[src/rtl/led_trail_pkg.sv]
// ============================================================================
// Module      : led_trail_pkg
// Description : Shared helpers for the LED afterglow dimmer: full-scale
//               derivation, saturating decay and the optional gamma map used
//               when LED_TRAIL_GAMMA_EN is defined.
// Revision    : 1.0 - initial release
// ============================================================================
`default_nettype none

package led_trail_pkg;

    function automatic int max_level(input int bw);
        return (1 << bw) - 1;
    endfunction

    // Decay never wraps: anything at or below the step lands on zero.
    function automatic int sat_dec(input int lvl, input int dec);
        return (lvl > dec) ? (lvl - dec) : 0;
    endfunction

    function automatic int gamma_map(input int lvl, input int bw);
        return ((lvl * lvl) >> bw) & max_level(bw);
    endfunction

endpackage

`default_nettype wire

[src/rtl/led_trail_chan.sv]
// ============================================================================
// Module      : led_trail_chan
// Description : One LED channel: level register with refill/decay, effective
//               level mapping (quadratic when LED_TRAIL_GAMMA_EN is defined)
//               and the registered PWM compare output.
// Revision    : 1.0 - initial release
// ============================================================================
`default_nettype none

module led_trail_chan
    import led_trail_pkg::*;
#(
    parameter int BW    = 4,
    parameter int DECAY = 1
) (
    input  logic          CLK,
    input  logic          RESET,
    input  logic          I,
    input  logic          CE,
    input  logic [BW-1:0] pwm_cnt,
    output logic          O
);

    localparam logic [BW-1:0] c_max = BW'(max_level(BW));

    logic [BW-1:0] r_lvl;
    logic [BW-1:0] w_eff;
    logic          r_o;

`ifdef LED_TRAIL_GAMMA_EN
    assign w_eff = BW'(gamma_map(int'(r_lvl), BW));
`else
    assign w_eff = r_lvl;
`endif

    // Refill beats a coincident decay tick, so a lit LED never dims.
    always_ff @(posedge CLK or posedge RESET) begin
        if (RESET) begin
            r_lvl <= '0;
            r_o   <= 1'b0;
        end else begin
            if (I) begin
                r_lvl <= c_max;
            end else if (CE) begin
                r_lvl <= BW'(sat_dec(int'(r_lvl), DECAY));
            end
            r_o <= (w_eff > pwm_cnt);
        end
    end

    assign O = r_o;

endmodule

`default_nettype wire

[src/rtl/led_trail_pwm.sv]
// ============================================================================
// Module      : led_trail_pwm
// Description : Per-LED afterglow dimmer behind the ring pattern generator.
//               Shared free-running PWM counter plus N independent channels.
//               Define LED_TRAIL_GAMMA_EN for a quadratic brightness map.
// Revision    : 1.0 - initial release
// ============================================================================
`default_nettype none

module led_trail_pwm
    import led_trail_pkg::*;
#(
    parameter int N     = 8,
    parameter int BW    = 4,
    parameter int DECAY = 1
) (
    input  logic         CLK,
    input  logic         RESET,
    input  logic [N-1:0] I,
    input  logic         CE,
    output logic [N-1:0] O
);

    logic [BW-1:0] r_pwm_cnt;
    logic [N-1:0]  w_o;

    // Natural overflow gives the MAX -> 0 wrap and a 2**BW cycle period.
    always_ff @(posedge CLK or posedge RESET) begin
        if (RESET) begin
            r_pwm_cnt <= '0;
        end else begin
            r_pwm_cnt <= r_pwm_cnt + BW'(1);
        end
    end

    generate
        for (genvar k = 0; k < N; k++) begin : g_chan
            led_trail_chan #(
                .BW    (BW),
                .DECAY (DECAY)
            ) u_chan (
                .CLK     (CLK),
                .RESET   (RESET),
                .I       (I[k]),
                .CE      (CE),
                .pwm_cnt (r_pwm_cnt),
                .O       (w_o[k])
            );
        end
    endgenerate

    assign O = w_o;

endmodule

`default_nettype wire

[config.mk]
export PLATFORM = sky130hd
export DESIGN_NAME = led_trail_pwm
export DESIGN_NICKNAME = d
export VERILOG_FILES = /design/src/rtl/led_trail_pkg.sv /design/src/rtl/led_trail_chan.sv /design/src/rtl/led_trail_pwm.sv
export SDC_FILE = /design/constraint.sdc
export NUM_CORES = 1
export LEC_CHECK = 0
export ABC_AREA = 1
export CORE_MARGIN = 2
export CORE_UTILIZATION = 60
export CTS_CLUSTER_DIAMETER = 120
export DETAILED_ROUTE_END_ITERATION = 6
export PLACE_DENSITY = 0.8
export SLEW_MARGIN = 20
export SYNTH_ARGS = -nofsm -noshare
export SYNTH_HDL_FRONTEND = slang
export SYNTH_SLANG_ARGS = --single-unit
[constraint.sdc]
create_clock -name CLK -period 1.9 [get_ports CLK]
set_clock_uncertainty 0.2 [all_clocks]
set_input_delay 0.285 -clock CLK [delete_from_list [all_inputs] [get_ports CLK]]
set_output_delay 0.285 -clock CLK [all_outputs]
set_load 0.005 [all_outputs]
Word-level counts from Yosys, hierarchy flattened --
Index checks and enable logic that the tools add are counted.
Word-level totals: word-level logic and storage cells 74, flip-flop bits (word level) 44, input bits 11, output and inout bits 8
Cells by class: $add $sub $neg 9, muxes and demuxes 24, magnitude comparators 16, reduce and logical (&&, ||, !) cells 8
Operators by type and width (number):
- 4-bit two-way mux | 24
- 4-bit by 1-bit > comparator with 1-bit output (second input constant) | 8
- 4-bit > comparator | 8
- 4-bit by 1-bit subtractor with 4-bit output (second input constant) | 8
- 2-bit nonzero test | 8
- 4-bit by 1-bit adder with 4-bit output (second input constant) | 1

Depth between registers and ports, before layout --
Gate-level depths: netlist (run 1).
depth after elaboration 4, gate-level depth with buffers 7, depth with buffers taken out 7

Cells and area by module --
Synthesis (run 1) repeated with hierarchy kept, for this count alone.
Unflattened totals: cells, all modules 437, area, all modules 3154.3 um^2
By module, submodules not included:
- led_trail_chan | instances 8, sequential area each 125.1 um^2, cells each 53, area each 375.4 um^2
- led_trail_pwm | instances 1, sequential area each 100.1 um^2, cells each 13, area each 151.4 um^2

Worst setup path before layout (run 1) --
Ideal clock, no wire load.
kind reg-to-reg, from reg r_pwm_cnt[1], to reg g_chan[0].u_chan.r_o, cell stages (with the launch flop) 7, period minus slack after synthesis 1.391 ns, setup time 0.124 ns, required time 1.576 ns, path buffers 0, slack 0.509 ns, arrival time 1.067 ns, cell sequence dfrtp_1 inv_1 ha_1 inv_1 nor2_1 o21bai_1 a21oi_1
On the way: longest elaborated chain between the ends 1
RTL lines:
- from (decl) | RTL line led_trail_pwm.sv:24 | logic [BW-1:0] r_pwm_cnt;
- from (signal assigned) | RTL line led_trail_pwm.sv:32 | r_pwm_cnt <= r_pwm_cnt + BW'(1);
- 4-bit > comparator | RTL line led_trail_chan.sv:47 | r_o <= (w_eff > pwm_cnt);
- to (signal assigned) | RTL line led_trail_chan.sv:47
- to (decl) | RTL line led_trail_chan.sv:28 | logic r_o;
No other way between the ends. A chain may end at the register's enable or synchronous reset.

Final worst setup path (run 1) --
from reg r_pwm_cnt[2], to reg g_chan[0].u_chan.r_o
The elaborated chain is that of the path after synthesis.

==> run summary, run 1 <==
Vias in the first global route: 2330
Row count: 26
Violation count after the first detailed-route iteration: 132
Adder-cell share of the synthesized area: 19.8%
Top_reg_cell synth: dfrtp_1
Bufs and invs on worst path: 1
Slew Limit Headroom: 67.2%
Diode count: 0
Drt via density: 5.27
Largest family of logic cells by synthesized area: simple AND/OR/NAND/NOR gates
Drt drc: 0
Boundary pin count: 19
Arrival time worst endpoint: 1.61 ns
Most frequent cells in the layout: nand2_1 (68), nor2_1 (64), inv_1 (52), ha_1 (49), dfrtp_1 (44)
Worst Max-Slew Pin Slew: 0.492 ns
Die Ht: 75.8 um
Worst setup SP type: flip-flop
PortBufs: 18
Setup slack, reg-to-reg: 0.27 ns
Power Internal: 0.00156 W
Clk buf depth: 2
Crit path max fanout: 8
Initial antenna violation count: 0
Final setup viols: 0
H-Tree Depth: 2
Die width: 75.8 um
Root buf cell: clkbuf_8
Setup CP Type: reg -> reg
Setup Fix Bufs, Post-CTS: 0
Synth area leader: dfrtp_1
DIE AREA: 0.00575 mm2
NetSw: 0.000552 W
CTS Buf Count: 5
Synth top area share: 35.6%
Top achievable clock speed: 613 MHz
Cell area after synthesis: 0.00310 mm2
Vias: 2520
Crit path required time: 1.88 ns
Synth cell types: 20
YS warnings: 0
Final slew viol count: 0
CP Capture Type: flip-flop
GP Congestion: 0.809
Comb power frac: 14.6%
Status: complete, no violations
Post-DP Area: 0.00332 mm2
Count of flip-flops with a built-in enable after synthesis: 0
Asr flop ratio synth: 100%
Sink Count: 44
Core box area: 0.00504 mm2
CTS hold repair buffers: 0
Seq/Total Area, Yosys: 35.6%
WL final: 5890 um
Synth Area in Compound Gates: 12.0%
Switching Fraction: 26.1%
Area Overhead vs Synth: 11.4%
Maximum capacitance violations: 0
Later-pin clock latency in the skew report: 0.30 ns
Largest net degree at the start of global routing: 45
Total grt overflow: 0
Wire length of the first global-routing pass: 10200 um
Cell chain of the critical path: inv_1 -> ha_1 -> nand2_1 -> o21bai_1 -> a21oi_1
Final Instance Area: 0.00345 mm2
Leakage: 1.69 nW
Final hold vios: 0
VDD IR max: 409 uV
Power per cell area: 613 mW/mm2
CTS resizes: 0
Synthesis-stage register bit count: 44
Hold Crit Class: in -> async
Leading post-synthesis cells by cell area: dfrtp_1 (36%), ha_1 (20%), nand2_1 (8.2%)
ANT nets after route: 0
Mux cell area share after synthesis: 0%
Synthesized instance count: 392
Crit share post-route: 85.8%
Syn Nets: 452
DR pass1 iterations: 5
Critical path's slowest cell: dfrtp_1
Clock share of power: 37.6%
Share of cells above drive strength 1: 4.41%
RSZ-0062 raised after global routing: no
Initial Utilization: 61.4%
Synth Area in XOR/XNOR: 0.566%
Wirelength per Cell: 12.3 um
Worst-path clk slew: 0.08 ns
Sum Neg Setup Slack: 0 ns
HPWL Detailed: 4180 um
Avg Cell Area, Syn: 7.90 um2
CTS tree: built
Post-route minimum period: 1.63 ns
Final #Nets: 467
Delay-heaviest family, CP: flip-flops
Peak per-stage delay on the critical path: 0.41 ns
Synth Area in Simple Gates: 22.0%
Total track usage: 23.4%
Register share of total power: 47.8%
Commonest non-fill, non-tap cell in the layout: nand2_1
==> final cells by class <==
type | count | area, um2
clock buffers | 7 | 96.3
clock inverters | 1 | 30.0
fillers | 408 | 1590
inverters | 54 | 203
multi-input cells | 280 | 1680
flip-flops and latches | 44 | 1100
well taps | 70 | 87.6
repair buffers | 22 | 248
==> worst min-delay path: cells and delay by family <==
family   cells  cell delay (ns)
buf+inv      3             0.71
==> per-layer routing <==
layer	share of wire [%]	global-route usage, %
met1	47	28.6
met3	2.5	4.76
met5	0	0
met4	1.8	7.60
met2	49	41.1
==> through the flow <==
stage,std cells,total power [W],worst slack (ns),utilization (%),hold WS (ns)
after floorplan,392,0.00124,0.384,-,0.180
after global placement,470,0.00132,0.170,65.9,0.282
after detailed placement,470,0.00134,0.132,65.9,0.286
after CTS,478,0.00213,0.262,68.4,0.141
after global routing,478,0.00223,0.171,68.4,0.168
final,478,0.00211,0.269,68.4,0.126
==> registers in the layout, summed over array words and instances, names as in the netlist <==
name,count
g_chan.u_chan.O,8
g_chan.u_chan.r_lvl,32
r_pwm_cnt,4
==> cells in the mapped netlist, types with 2 or more instances <==
master	number
a21oi_1	27
a31oi_1	4
buf_2	3
buf_4	8
buf_6	3
dfrtp_1	44
ha_1	49
inv_1	53
nand2_1	68
nand3_1	20
nand4_1	4
nor2_1	64
nor2_2	4
nor3_1	3
o211ai_1	8
o21ai_0	18
o21bai_1	8
xor2_1	2
==> cells by family (layout without fill, tap and decap cells) <==
family / count (synthesis) / count (layout)
buffers and inverters: 68 / 84
adders and majority gates: 49 / 49
and+or+nand+nor: 164 / 164
DFF: 44 / 44
xor gates and xnor gates: 2 / 2
AOI/OAI and AO/OA: 65 / 65
==> worst paths after layout <==
path	start	end	cells after the start
setup / recovery	r_pwm_cnt[2]	g_chan[0].u_chan.O	5
hold / removal	RESET	g_chan[4].u_chan.r_lvl[3]	3
setup reg to reg	r_pwm_cnt[2]	g_chan[0].u_chan.O	5
hold reg to reg	r_pwm_cnt[2]	r_pwm_cnt[2]	1
max in group asynchronous	RESET	g_chan[6].u_chan.r_lvl[2]	3
min in group CLK	r_pwm_cnt[2]	r_pwm_cnt[2]	1
==> power groups by stage <==
stage	Clock (W)	Combinational, W	Sequential [W]
floorplan	0	0.000222	0.00102
global placement	0	0.000291	0.00103
detailed placement	0	0.000307	0.00103
CTS	0.000810	0.000310	0.00101
global route	0.000844	0.000364	0.00102
finish	0.000795	0.000309	0.00101
Note: power is estimated with default switching activity, not from simulation.
==> inputs of run 2 (changes only) <==
--- a/config.mk
+++ b/config.mk
@@ -15,3 +15,4 @@
 export SYNTH_ARGS = -nofsm -noshare
 export SYNTH_HDL_FRONTEND = slang
 export SYNTH_SLANG_ARGS = --single-unit
+export TNS_END_PERCENT = 10
==> results of run 2 <==
The final DEF is identical to that of run 1; final timing and power are the same.
==> inputs of run 3 (changes only) <==
--- a/config.mk
+++ b/config.mk
@@ -5,9 +5,9 @@
 export SDC_FILE = /design/constraint.sdc
 export NUM_CORES = 1
 export LEC_CHECK = 0
-export ABC_AREA = 1
+export ABC_CLOCK_PERIOD_IN_PS = 1800
 export CORE_MARGIN = 2
-export CORE_UTILIZATION = 60
+export CORE_UTILIZATION = 59
 export CTS_CLUSTER_DIAMETER = 120
 export DETAILED_ROUTE_END_ITERATION = 6
 export PLACE_DENSITY = 0.8
==> constraint.sdc (replaced) <==
create_clock -name CLK -period 1.8 [get_ports CLK]
set_clock_uncertainty 0.2 [all_clocks]
set_input_delay 0.27 -clock CLK [delete_from_list [all_inputs] [get_ports CLK]]
set_output_delay 0.27 -clock CLK [all_outputs]
set_load 0.005 [all_outputs]
==> run summary, run 3 <==
Min Hold Slack: 0.0326 ns
Total track usage: 22.6%
Root buf cell: clkbuf_8
H-Tree Depth: 2
Boundary pin count: 19
Max FFs per register: 32
Biggest register: g_chan.u_chan.r_lvl
Synth top area share: 39.8%
Diode count: 0
YS warnings: 0
Syn Nets: 336
Maximum capacitance violations: 0
Top_reg_cell synth: dfrtp_1
CTS Buf Count: 5
Share of cells above drive strength 1: 7.67%
Commonest cells post-synth: ha_1 (49), dfrtp_1 (44), o21ai_0 (33), a21oi_1 (25), inv_1 (23)
Row count: 24
Setup CP Type: in -> reg
Die width: 72.5 um
R2R cell count: 6
Initial Utilization: 62.2%
Arrival time worst endpoint: 1.70 ns
Synthesized instance count: 276
Setup slack, reg-to-reg: 0.09 ns
Area of the multi-input gates: 0.00154 mm2
Vias in the first global route: 2123
Avg Cell Area, Syn: 10.0 um2
Sink Count: 44
GP Congestion: 0.868
Layout Utilization: 70.8%
Commonest non-fill, non-tap cell in the layout: ha_1
HPWL Detailed: 3880 um
Top achievable clock speed: 581 MHz
Later-pin clock latency in the skew report: 0.30 ns
Drt via density: 5.98
Crit path required time: 1.78 ns
Power per cell area: 621 mW/mm2
Final hold vios: 0
Final slew viol count: 0
Seq/Total Area, Yosys: 39.8%
Largest net degree at the start of global routing: 33
Initial antenna violation count: 0
Die Ht: 72.5 um
Worst Max-Slew Pin Slew: 0.452 ns
Clk buf depth: 2
Synthesis-stage register bit count: 44
CTS hold repair buffers: 0
Worst-path clk slew: 0.08 ns
Leading post-synthesis cells by cell area: dfrtp_1 (40%), ha_1 (22%), o21ai_0 (6.0%)
Leakage: 1.29 nW
Worst setup SP type: input pin
DIE AREA: 0.00525 mm2
Vias: 2105
CP Capture Type: flip-flop
Status: complete, no violations
Final setup viols: 0
VDD IR max: 399 uV
Worst R2R End: g_chan[3].u_chan.O
WL final: 5240 um
Count of flip-flops with a built-in enable after synthesis: 0
Core box area: 0.00444 mm2
Final #Nets: 359
Area Overhead vs Synth: 13.8%
Wirelength per Cell: 14.9 um
Asr flop ratio synth: 100%
Violation count after the first detailed-route iteration: 77
Crit path max fanout: 12
Most frequent cells in the layout: ha_1 (46), dfrtp_1 (44), o21ai_0 (33), a21oi_1 (25), inv_1 (21)
Drt drc: 0
Sequential Area: 0.00110 mm2
Crit share post-route: 95.6%
Cell area after synthesis: 0.00277 mm2
Total grt overflow: 0
# fillers: 337
Hold Crit Class: in -> async
DR pass1 iterations: 4
RSZ-0062 raised after global routing: no
Synth cell types: 28
Post-route minimum period: 1.72 ns
Slew Limit Headroom: 69.8%
Top-count cell post-synth: ha_1
PortBufs: 18
Worst reg2reg path startpoint: r_pwm_cnt[1]
Synth area leader: dfrtp_1
CTS tree: built
ANT nets after route: 0
Wire length of the first global-routing pass: 9350 um
## run 3: changes by cell type after synthesis, moves of 8 or more
| cell | previous run | this run |
|---|---|---|
| nand2_1 | 68 | 8 |
| nand3_1 | 20 | 1 |
| o21ai_0 | 18 | 33 |
| o21bai_1 | 8 | 0 |
| o31ai_1 | 0 | 9 |
| nor2b_1 | 0 | 8 |
| a211o_1 | 0 | 13 |
| inv_1 | 53 | 23 |
| o211ai_1 | 8 | 0 |
| nor2_1 | 64 | 16 |
## run 3: where the power goes
| group | internal (W) | leakage, nW | switching (W) |
|---|---|---|---|
| Clock | 0.000313 | 0.0455 | 0.000319 |
| Combinational | 0.000116 | 0.817 | 0.000138 |
| Sequential | 0.00102 | 0.427 | 0.0000459 |
## run 3: area by class of cell
| type | instances | share of cell area [%] |
|---|---|---|
| clock buffers | 8 | 2.86 |
| inverters | 24 | 2.98 |
| multi-input cells | 197 | 48.8 |
| flip-flops and latches | 44 | 35.0 |
| well taps | 52 | 2.07 |
| repair buffers | 27 | 8.27 |
## run 3: what timing repair did
action	CTS	global route
gates resized for setup	0	5
setup buffers	0	2
endpoints found under the setup margin	0	5
## run 3: routing by layer
layer / global-route usage [%] / vias up / wire length (um)
met5: 0 / - / 0
met4: 7.20 / 0 / 68
met3: 4.58 / 8 / 151
met2: 38.5 / 32 / 2480
met1: 28.9 / 1017 / 2540
li1: - / 1048 / -
## run 3: metrics by stage
stage	TNS, ns	instances	power, W	area, um2	setup slack (ns)
2_1_floorplan	0	276	0.00123	2770	0.263
6_report	0	352	0.00195	3150	0.0797
3_3_place_gp	-1.61	342	0.00132	3000	-0.190
4_1_cts	0	350	0.00197	3090	0.0354
5_1_grt	0	352	0.00207	3150	0.00633
3_5_place_dp	-2.16	342	0.00133	3000	-0.207
## run 3: cell families (layout without fill, tap and decap cells)
family | after synthesis | after routing | share of synthesized area (%)
and+or+nand+nor | 64 | 64 | 13.7
xor gates and xnor gates | 2 | 2 | 0.634
DFF | 44 | 44 | 39.8
adders and majority gates | 49 | 49 | 22.2
buffers and inverters | 35 | 59 | 6.15
AOI/OAI and AO/OA | 82 | 82 | 17.5
## run 3: worst max-delay path, cell delays in order
cell	delay, ns
clkdlybuf4s50_1	0.46
buf_4	0.18
or4b_1	0.49
a211o_1	0.31
## run 3: worst max path at each step
stage | start | end
3_5_place_dp | CE | g_chan[5].u_chan.r_lvl[3]
4_1_cts | r_pwm_cnt[1] | g_chan[5].u_chan.O
6_report | CE | g_chan[0].u_chan.r_lvl[3]
2_1_floorplan | g_chan[0].u_chan.r_lvl[2] | g_chan[0].u_chan.r_lvl[3]
3_3_place_gp | CE | g_chan[5].u_chan.r_lvl[3]
5_1_grt | r_pwm_cnt[1] | g_chan[7].u_chan.O
==> variant (flow settings as in run 1) <==
Build with the macro `LED_TRAIL_GAMMA_EN` defined.
--- a/src/rtl/led_trail_chan.sv
+++ b/src/rtl/led_trail_chan.sv
@@ -8,2 +8,4 @@
 `default_nettype none
+
+`define LED_TRAIL_GAMMA_EN
 
Formal check against the unedited RTL: not equivalent (Yosys sat finds a counterexample within 10 cycles, from zero or initial values and one cycle with RESET high).
==> variant against run 1 <==
- the run now ends with setup timing left
- sequential share of layout area shrank 13 points
- critical path depth increased by 8
- wire length rose by 93%
- power is 69% higher
- final area is 72% higher
- worst setup slack worse by 0.74 ns
- sequential cell count unchanged
- via count rose by 83%
- synthesized area grew 47%
==> variant: results (changes against run 1) <==
outcome = complete, but fails checks
violated checks = setup timing
syn avg cell area = 6.64 um^2 (-16%)
crit path launch = g_chan[2].u_chan.r_lvl[2]
Post-Place Cell Area = 5460 um^2 (+64%)
post-place setup slack = -0.388 ns (-0.519 ns)
data arrival time of the worst path = 2.37 ns (+0.76 ns)
reg2reg end = g_chan[2].u_chan.O
Mapped Nets = 780 (+73%)
routed vias = 4623 (+83%)
Slew HR = 64.3% (-2.9 points)
final std cells w/o fill = 902 (+89%)
R2R cell count = 13 (+8)
CP top delay family = adder cells
final worst slack = -0.471 ns (-0.741 ns)
synth top area cells = dfrtp_1, ha_1, nand2_1, inv_1, nor2_1
Layout Nets = 894 (+91%)
CP peak stage delay = 0.43 ns (+0.02 ns)
Fin Setup TNS = -2.94 ns (-2.94 ns)
synth cell count leaders = nand2_1, inv_1, ha_1
worst vdd ir = 0.434 mV (+6.2%)
layout cells sized above 1 = 25.8% (+21 points)
CP max FO = 3 (-5)
placed insts = 876 (+86%)
Pwr top = combinational cells
Leakage = 3.32 nW (+96%)
final setup violation count = 8 (+8)
Seq pwr share = 29.4% (-18 points)
post-synthesis sequential area ratio = 24.1% (-11 points)
Total GRT Usage = 26.5% (+3.1 points)
first-pass GRT wire length = 18400 um (+81%)
[variant: cell type report]
type	instances	area (um^2)
Inverter	141	529
Timing Repair Buffer	119	951
Tap cell	99	124
Multi-Input combinational cell	491	3130
Sequential cell	44	1110
Fill cell	500	1360
Clock buffer	8	90.1
[variant: cells by family after synthesis]
logic type | synth area share, %
simple gates | 28.1
flops | 24.1
xor+xnor | 0.767
compound gates | 11.0
fa+ha+maj | 22.2
buf+inv | 13.8
[variant: per-layer routing]
layer  routed length, um  share of wire (%)  track usage, %
met5                   0                  0               0
met4                 284                2.5            7.45
met3                 307                2.7            2.99
met2                6020                 53            51.1
met1                4730                 42            30.4
[variant: what timing repair did]
action | 4_1_cts | 5_1_grt
pin swaps | 28 | 50
gates resized for setup | 5 | 61
endpoints found under the setup margin | 8 | 8
buffers inserted | 9 | 9
gates cloned | 0 | 0
